### src/rtl/cpu_types_pkg.sv
// Shared decode types: control-word layout, field encodings and MIPS-I opcode/funct values.
package cpu_types_pkg;

    typedef enum logic [3:0] {
        ALU_SLL, ALU_SRL, ALU_ADD, ALU_SUB, ALU_AND,
        ALU_OR, ALU_XOR, ALU_NOR, ALU_SLT, ALU_SLTU
    } aluop_t;

    localparam logic [1:0] REGDST_RT     = 2'd0;
    localparam logic [1:0] REGDST_RD     = 2'd1;
    localparam logic [1:0] REGDST_R31    = 2'd2;
    localparam logic [1:0] MEMTOREG_ALU  = 2'd0;
    localparam logic [1:0] MEMTOREG_MEM  = 2'd1;
    localparam logic [1:0] MEMTOREG_PC4  = 2'd2;
    localparam logic [1:0] MEMTOREG_LUI  = 2'd3;
    localparam logic [1:0] ALUSRC_RT     = 2'd0;
    localparam logic [1:0] ALUSRC_IMM    = 2'd1;
    localparam logic [1:0] ALUSRC_SHAMT  = 2'd2;
    localparam logic [1:0] JUMPSEL_SEQ   = 2'd0;
    localparam logic [1:0] JUMPSEL_J25   = 2'd1;
    localparam logic [1:0] JUMPSEL_RS    = 2'd2;

    localparam logic [5:0] OP_RTYPE = 6'h00, OP_J     = 6'h02, OP_JAL   = 6'h03;
    localparam logic [5:0] OP_BEQ   = 6'h04, OP_BNE   = 6'h05, OP_ADDI  = 6'h08;
    localparam logic [5:0] OP_ADDIU = 6'h09, OP_SLTI  = 6'h0a, OP_SLTIU = 6'h0b;
    localparam logic [5:0] OP_ANDI  = 6'h0c, OP_ORI   = 6'h0d, OP_XORI  = 6'h0e;
    localparam logic [5:0] OP_LUI   = 6'h0f, OP_LW    = 6'h23, OP_SW    = 6'h2b;
    localparam logic [5:0] OP_LL    = 6'h30, OP_SC    = 6'h38, OP_HALT  = 6'h3f;

    localparam logic [5:0] FN_SLL  = 6'h00, FN_SRL  = 6'h02, FN_JR   = 6'h08;
    localparam logic [5:0] FN_ADD  = 6'h20, FN_ADDU = 6'h21, FN_SUB  = 6'h22;
    localparam logic [5:0] FN_SUBU = 6'h23, FN_AND  = 6'h24, FN_OR   = 6'h25;
    localparam logic [5:0] FN_XOR  = 6'h26, FN_NOR  = 6'h27, FN_SLT  = 6'h2a;
    localparam logic [5:0] FN_SLTU = 6'h2b;

    typedef struct packed {
        aluop_t      alu_op;
        logic [1:0]  ALUsrc;
        logic [1:0]  RegDst;
        logic [1:0]  JumpSel;
        logic [1:0]  MemToReg;
        logic        RegWr;
        logic        dWEN;
        logic        dREN;
        logic        PCsrc;
        logic        BNE;
        logic        ExtOp;
        logic        datomic;
        logic        halt;
        logic        is_jump;
        logic        illegal;
        logic [4:0]  Rs;
        logic [4:0]  Rt;
        logic [4:0]  Rd;
        logic [4:0]  shamt;
        logic [15:0] imm16;
        logic [25:0] j25;
    } ctrl_word_t;

    localparam int CTRL_W = $bits(ctrl_word_t);

endpackage

### src/rtl/pipelined_decode_stage_ctrl_decoder.sv
// Combinational MIPS-I decoder: one instruction word in, one packed control word out.
module ctrl_decoder
    import cpu_types_pkg::*;
#(
    parameter int ATOMIC_EN = 1
) (
    input  logic [31:0]       imemload,
    output logic [CTRL_W-1:0] ctrl
);

    ctrl_word_t w;

    always_comb begin
        w        = '0;
        w.alu_op = ALU_ADD;
        w.Rs     = imemload[25:21];
        w.Rt     = imemload[20:16];
        w.Rd     = imemload[15:11];
        w.shamt  = imemload[10:6];
        w.imm16  = imemload[15:0];
        w.j25    = imemload[25:0];
        case (imemload[31:26])
            OP_RTYPE: begin
                w.RegDst = REGDST_RD;
                w.RegWr  = 1'b1;
                case (imemload[5:0])
                    FN_SLL:           begin w.alu_op = ALU_SLL; w.ALUsrc = ALUSRC_SHAMT; end
                    FN_SRL:           begin w.alu_op = ALU_SRL; w.ALUsrc = ALUSRC_SHAMT; end
                    FN_JR:            begin w.RegWr = 1'b0; w.JumpSel = JUMPSEL_RS; w.is_jump = 1'b1; end
                    FN_ADD, FN_ADDU:  w.alu_op = ALU_ADD;
                    FN_SUB, FN_SUBU:  w.alu_op = ALU_SUB;
                    FN_AND:           w.alu_op = ALU_AND;
                    FN_OR:            w.alu_op = ALU_OR;
                    FN_XOR:           w.alu_op = ALU_XOR;
                    FN_NOR:           w.alu_op = ALU_NOR;
                    FN_SLT:           w.alu_op = ALU_SLT;
                    FN_SLTU:          w.alu_op = ALU_SLTU;
                    default:          w.illegal = 1'b1;
                endcase
            end
            OP_J:   begin w.JumpSel = JUMPSEL_J25; w.is_jump = 1'b1; end
            OP_JAL: begin
                w.JumpSel  = JUMPSEL_J25;
                w.is_jump  = 1'b1;
                w.RegWr    = 1'b1;
                w.RegDst   = REGDST_R31;
                w.MemToReg = MEMTOREG_PC4;
            end
            OP_BEQ, OP_BNE: begin
                w.alu_op = ALU_SUB;
                w.PCsrc  = 1'b1;
                w.ExtOp  = 1'b1;
                w.BNE    = (imemload[31:26] == OP_BNE);
            end
            OP_ADDI, OP_ADDIU, OP_SLTI, OP_SLTIU: begin
                w.RegWr  = 1'b1;
                w.ALUsrc = ALUSRC_IMM;
                w.ExtOp  = 1'b1;
                if (imemload[31:26] == OP_SLTI)  w.alu_op = ALU_SLT;
                if (imemload[31:26] == OP_SLTIU) w.alu_op = ALU_SLTU;
            end
            OP_ANDI: begin w.RegWr = 1'b1; w.ALUsrc = ALUSRC_IMM; w.alu_op = ALU_AND; end
            OP_ORI:  begin w.RegWr = 1'b1; w.ALUsrc = ALUSRC_IMM; w.alu_op = ALU_OR;  end
            OP_XORI: begin w.RegWr = 1'b1; w.ALUsrc = ALUSRC_IMM; w.alu_op = ALU_XOR; end
            OP_LUI:  begin w.RegWr = 1'b1; w.MemToReg = MEMTOREG_LUI; end
            OP_LW, OP_LL: begin
                w.RegWr    = 1'b1;
                w.dREN     = 1'b1;
                w.MemToReg = MEMTOREG_MEM;
                w.ALUsrc   = ALUSRC_IMM;
                w.ExtOp    = 1'b1;
                w.datomic  = (imemload[31:26] == OP_LL);
                if (imemload[31:26] == OP_LL && ATOMIC_EN == 0) w.illegal = 1'b1;
            end
            OP_SW, OP_SC: begin
                w.dWEN    = 1'b1;
                w.ALUsrc  = ALUSRC_IMM;
                w.ExtOp   = 1'b1;
                if (imemload[31:26] == OP_SC) begin
                    // SC writes its success flag back into rt from the memory side
                    w.RegWr    = 1'b1;
                    w.RegDst   = REGDST_RT;
                    w.MemToReg = MEMTOREG_MEM;
                    w.datomic  = 1'b1;
                    if (ATOMIC_EN == 0) w.illegal = 1'b1;
                end
            end
            OP_HALT: w.halt = 1'b1;
            default: w.illegal = 1'b1;
        endcase
        if (w.illegal) begin
            w.RegWr    = 1'b0;
            w.dWEN     = 1'b0;
            w.dREN     = 1'b0;
            w.PCsrc    = 1'b0;
            w.BNE      = 1'b0;
            w.halt     = 1'b0;
            w.datomic  = 1'b0;
            w.is_jump  = 1'b0;
            w.JumpSel  = JUMPSEL_SEQ;
            w.MemToReg = MEMTOREG_ALU;
        end
    end

    assign ctrl = w;

endmodule

### src/rtl/pipelined_decode_stage.sv
// Registered decode stage: decodes accepted words into a small FIFO between fetch and execute.
module pipelined_decode_stage
    import cpu_types_pkg::*;
#(
    parameter int WORD_W     = 32,
    parameter int SKID_DEPTH = 2,
    parameter int ATOMIC_EN  = 1
) (
    input  logic                            CLK,
    input  logic                            nRST,
    input  logic [WORD_W-1:0]               imemload,
    input  logic                            in_valid,
    output logic                            in_ready,
    input  logic                            flush,
    output logic                            out_valid,
    input  logic                            out_ready,
    output logic [CTRL_W-1:0]               ctrl,
    output logic                            halt,
    output logic                            jumpFlush,
    output logic [$clog2(SKID_DEPTH+1)-1:0] occupancy
);

    localparam int PTR_W = (SKID_DEPTH > 1) ? $clog2(SKID_DEPTH) : 1;
    localparam int CNT_W = $clog2(SKID_DEPTH + 1);
    localparam logic [CNT_W-1:0] DEPTH_C  = CNT_W'(SKID_DEPTH);
    localparam logic [PTR_W-1:0] LAST_PTR = PTR_W'(SKID_DEPTH - 1);

    ctrl_word_t       mem_q [SKID_DEPTH];
    ctrl_word_t       dec_word;
    ctrl_word_t       head;
    logic [CTRL_W-1:0] dec_bits;
    logic [PTR_W-1:0] rd_ptr_q, rd_ptr_d, wr_ptr_q, wr_ptr_d;
    logic [CNT_W-1:0] count_q, count_d;
    logic             halt_q, halt_d, halt_pending_q, halt_pending_d;
    logic             jump_flush_q, jump_flush_d;
    logic             pop_req, push, pop;

    ctrl_decoder #(.ATOMIC_EN(ATOMIC_EN)) u_dec (
        .imemload (imemload[31:0]),
        .ctrl     (dec_bits)
    );

    assign dec_word  = dec_bits;
    assign head      = mem_q[rd_ptr_q];
    assign out_valid = (count_q != '0);
    assign ctrl      = out_valid ? head : '0;
    assign halt      = halt_q;
    assign jumpFlush = jump_flush_q;
    assign occupancy = count_q;

    always_comb begin
        pop_req  = out_valid & out_ready;
        // A full buffer still accepts when the head leaves on the same edge
        in_ready = ~halt_pending_q & ~halt_q & ((count_q < DEPTH_C) | pop_req);
        push     = in_valid & in_ready & ~flush;
        pop      = pop_req & ~flush;

        rd_ptr_d       = rd_ptr_q;
        wr_ptr_d       = wr_ptr_q;
        count_d        = count_q;
        halt_d         = halt_q;
        halt_pending_d = halt_pending_q;
        jump_flush_d   = pop & head.is_jump;

        if (flush) begin
            rd_ptr_d       = '0;
            wr_ptr_d       = '0;
            count_d        = '0;
            halt_pending_d = 1'b0;
        end else begin
            if (push) begin
                wr_ptr_d = (wr_ptr_q == LAST_PTR) ? '0 : wr_ptr_q + PTR_W'(1);
                if (dec_word.halt) halt_pending_d = 1'b1;
            end
            if (pop) begin
                rd_ptr_d = (rd_ptr_q == LAST_PTR) ? '0 : rd_ptr_q + PTR_W'(1);
                if (head.halt) begin
                    halt_d         = 1'b1;
                    halt_pending_d = 1'b0;
                end
            end
            count_d = count_q + CNT_W'(push) - CNT_W'(pop);
        end
    end

    always_ff @(posedge CLK or negedge nRST) begin
        if (!nRST) begin
            rd_ptr_q       <= '0;
            wr_ptr_q       <= '0;
            count_q        <= '0;
            halt_q         <= 1'b0;
            halt_pending_q <= 1'b0;
            jump_flush_q   <= 1'b0;
        end else begin
            rd_ptr_q       <= rd_ptr_d;
            wr_ptr_q       <= wr_ptr_d;
            count_q        <= count_d;
            halt_q         <= halt_d;
            halt_pending_q <= halt_pending_d;
            jump_flush_q   <= jump_flush_d;
        end
    end

    // Entry storage is data only; validity is carried entirely by count_q
    always_ff @(posedge CLK) begin
        if (push) mem_q[wr_ptr_q] <= dec_word;
    end

endmodule
### config.mk
export PLATFORM = sky130hd
export DESIGN_NAME = pipelined_decode_stage
export DESIGN_NICKNAME = d
export VERILOG_FILES = /design/src/rtl/cpu_types_pkg.sv /design/src/rtl/pipelined_decode_stage_ctrl_decoder.sv /design/src/rtl/pipelined_decode_stage.sv
export SDC_FILE = /design/constraint.sdc
export NUM_CORES = 1
export LEC_CHECK = 0
export ABC_AREA = 1
export CAP_MARGIN = 20
export CORE_UTILIZATION = 45
export CTS_BUF_LIST = sky130_fd_sc_hd__clkbuf_8
export DETAILED_ROUTE_END_ITERATION = 8
export GPL_ROUTABILITY_DRIVEN = 0
export GPL_TIMING_DRIVEN = 0
export MAX_ROUTING_LAYER = met4
export PLACE_DENSITY = 0.75
export SLEW_MARGIN = 20
export SYNTH_ARGS = -nofsm -noshare
export SYNTH_HDL_FRONTEND = slang
export SYNTH_SLANG_ARGS = --single-unit
### constraint.sdc
create_clock -name CLK -period 8.4 [get_ports CLK]
set_input_delay 1.26 -clock CLK [delete_from_list [all_inputs] [get_ports CLK]]
set_output_delay 1.26 -clock CLK [all_outputs]
set_load 0.02 [all_outputs]
==> impl_metrics.tcl <==
set metrics [dict create \
    min_from "halt$_DFFE_PN0P_" \
    hold-worst-slack_ns 0.508 \
    worst_slew_pin_slew_ns 0.691 \
    grt_pass1_vias 3492 \
    ys_seq_area_share_pct 64.9 \
    cts_post_setup_buffers_inserted 0 \
    fin_nets 624 \
    cts_max_level 3 \
    setup_tns_ns 0 \
    hp-class "reg -> reg" \
    synth_fp_nets 485 \
    synth_seq_cells 103 \
    maxCapViolations 0 \
    hold_violations 0 \
    die_y_um 104 \
    cts_resized 0 \
    rsz0062_at_grt "false" \
    syn_area_per_cell_um2 10.6 \
    start_kind "input pin" \
    drive_above_1_share_pct 13.4 \
    io_pins 127 \
    slew_headroom_pct 53.8 \
    die_area_mm2 0.0109 \
    status "finished, final reports clean" \
    cp-end-kind "output port" \
    grt-ovfl-total 0 \
    critPathLaunch "out_ready" \
    dr.pass1.iters 5 \
    mostFrequentLayoutCells "clkdlybuf4s50_1 (126), nand2_1 (123), edfxtp_1 (96)" \
    maxSlewViolCount 0 \
    post-route-util_pct 64.2 \
    core_area_mm2 0.00995 \
    worstPathRequired_ns 7.14 \
    cts-buffers-inserted 9 \
    r2r_start "occupancy[1]$_DFF_PN0_" \
    setup_viol 0 \
    via_per_inst 4.89 \
    period_minus_slack_ns 3.87 \
    powerDensity_mw_per_mm2 244 \
    yosysUniqueCellTypes 30 \
    finClkSkew_ns 0.0113 \
    drtAntennaViolNets 0 \
    die_x_um 104 \
    antenna_found_initial 0 \
    drc 0 \
    critPathMaxFanout 3 \
    vias 3538 \
    clockBufferDepth 2 \
    cts_root_buf "clkbuf_8" \
    path_clk_slew_ns 0.09 \
    gr-usage-all-layers_pct 20.7 \
    syn_area_mm2 0.00471 \
    postRouteWirelength_um 10300 \
    critPathKind "in -> out" \
    grt_max_degree 28 \
    cts.sinks 103 \
    period_share_pct 46.1 \
    clk_latency_ns 0.36 \
    total_power_mw 1.56 \
    clock.fmax_mhz 258 \
    cts_tree "done" \
    rows 36 \
    grt_pass1_wl_um 16900 \
    area_delta_synth_final_pct 35.7 \
    synthesis.instances 446 \
    ir_drop_uv 107 \
    p_leak_nw 2.50 \
    post-dp-hpwl_um 7630 \
    wl_per_cell_um 14.3 \
    arrival_ns 2.61 \
    start_util_pct 47.3 \
    numPortBuffers 126 \
    drt_iter0_drc 146 \
    yosysWarnings 0 \
    diodes 0 \
    ctsHoldBuffers 0 \
    final_common_cell "clkdlybuf4s50_1" \
]
## layout make-up
class / instances / area (µm²)
Multi-Input combinational cell: 259 / 1200
Clock inverter: 7 / 81.3
Buffer: 52 / 342
Timing Repair Buffer: 128 / 1300
Tap cell: 133 / 166
Sequential cell: 103 / 3060
Inverter: 32 / 120
Clock buffer: 9 / 124
Fill cell: 778 / 3560
## worst max-delay path, stage by stage
cell and delay [ns]:
clkdlybuf4s50_1 0.48, inv_1 0.07, nand2_1 0.07, and2_1 0.13, clkdlybuf4s50_1 0.60
## cells by family (layout without fill, tap and decap cells)
logic type,count (synthesis),in the layout,synth area share (%)
and+or+nand+nor,196,196,17.8
AOI/OAI and AO/OA,57,57,6.14
DFF,103,103,64.9
buffers and inverters,84,228,9.80
adders and majority gates,2,2,0.531
xor gates and xnor gates,2,2,0.372
muxes,2,2,0.425
## state kept, by name (all words and copies together), names as in the netlist
signal and count:
wr_ptr_q 1, halt 1, occupancy 2, rd_ptr_q 1
jumpFlush 1, mem_q 96, halt_pending_q 1
## synth_stat cells (all sizes together)
cell type,count,area [µm²]
o211ai,1,7.51
nor4,1,6.26
or2,1,6.26
nand3b,1,7.51
clkbuf,7,26.3
mux2i,2,20.0
xnor2,1,8.76
o22ai,1,6.26
ha,2,25.0
dfrtp,7,175
nor2,39,176
a21oi,49,245
nor3,3,15.0
xor2,1,8.76
inv,32,120
and2,1,6.26
and3,2,12.5
edfxtp,96,2880
nand2,125,474
nand4,2,12.5
buf,45,315
o21ai,6,30.0
nand3,21,123
## stage by stage
stage | cells | setup slack [ns] | cell area, µm²
2_1_floorplan | 446 | 4.02 | 4710
3_5_place_dp | 707 | 4.53 | 6190
6_report | 723 | 4.53 | 6390
4_1_cts | 723 | 4.53 | 6390
3_3_place_gp | 705 | 2.59 | 6140
5_1_grt | 723 | 4.41 | 6390
## final timing paths
check | endpoint | slack, ns | cells past startpoint
min in group asynchronous | rd_ptr_q$_DFFE_PN0P_ | 1.16 | 1
max | in_ready | 4.53 | 5
max in group asynchronous | wr_ptr_q$_DFFE_PN0P_ | 6.98 | 1
max reg2reg | mem_q[1][71]$_DFFE_PP_ | 6.27 | 7
min | halt$_DFFE_PN0P_ | 0.51 | 1
min reg2reg | halt$_DFFE_PN0P_ | 0.51 | 1
## metal layers
metal,vias to the layer above,routed length [µm],global-route usage (%)
met3,16,517,4.95
met2,137,5370,35.2
met1,1639,4270,23.7
met4,0,191,7.76
li1,1746,-,-
met5,-,0,-
## power breakdown
part,total (mW),internal (mW),switching [mW]
logic,0.638,0.288,0.350
registers,0.605,0.596,0.00965
clock network,0.313,0.141,0.171
(Power assumes the default switching activity.)
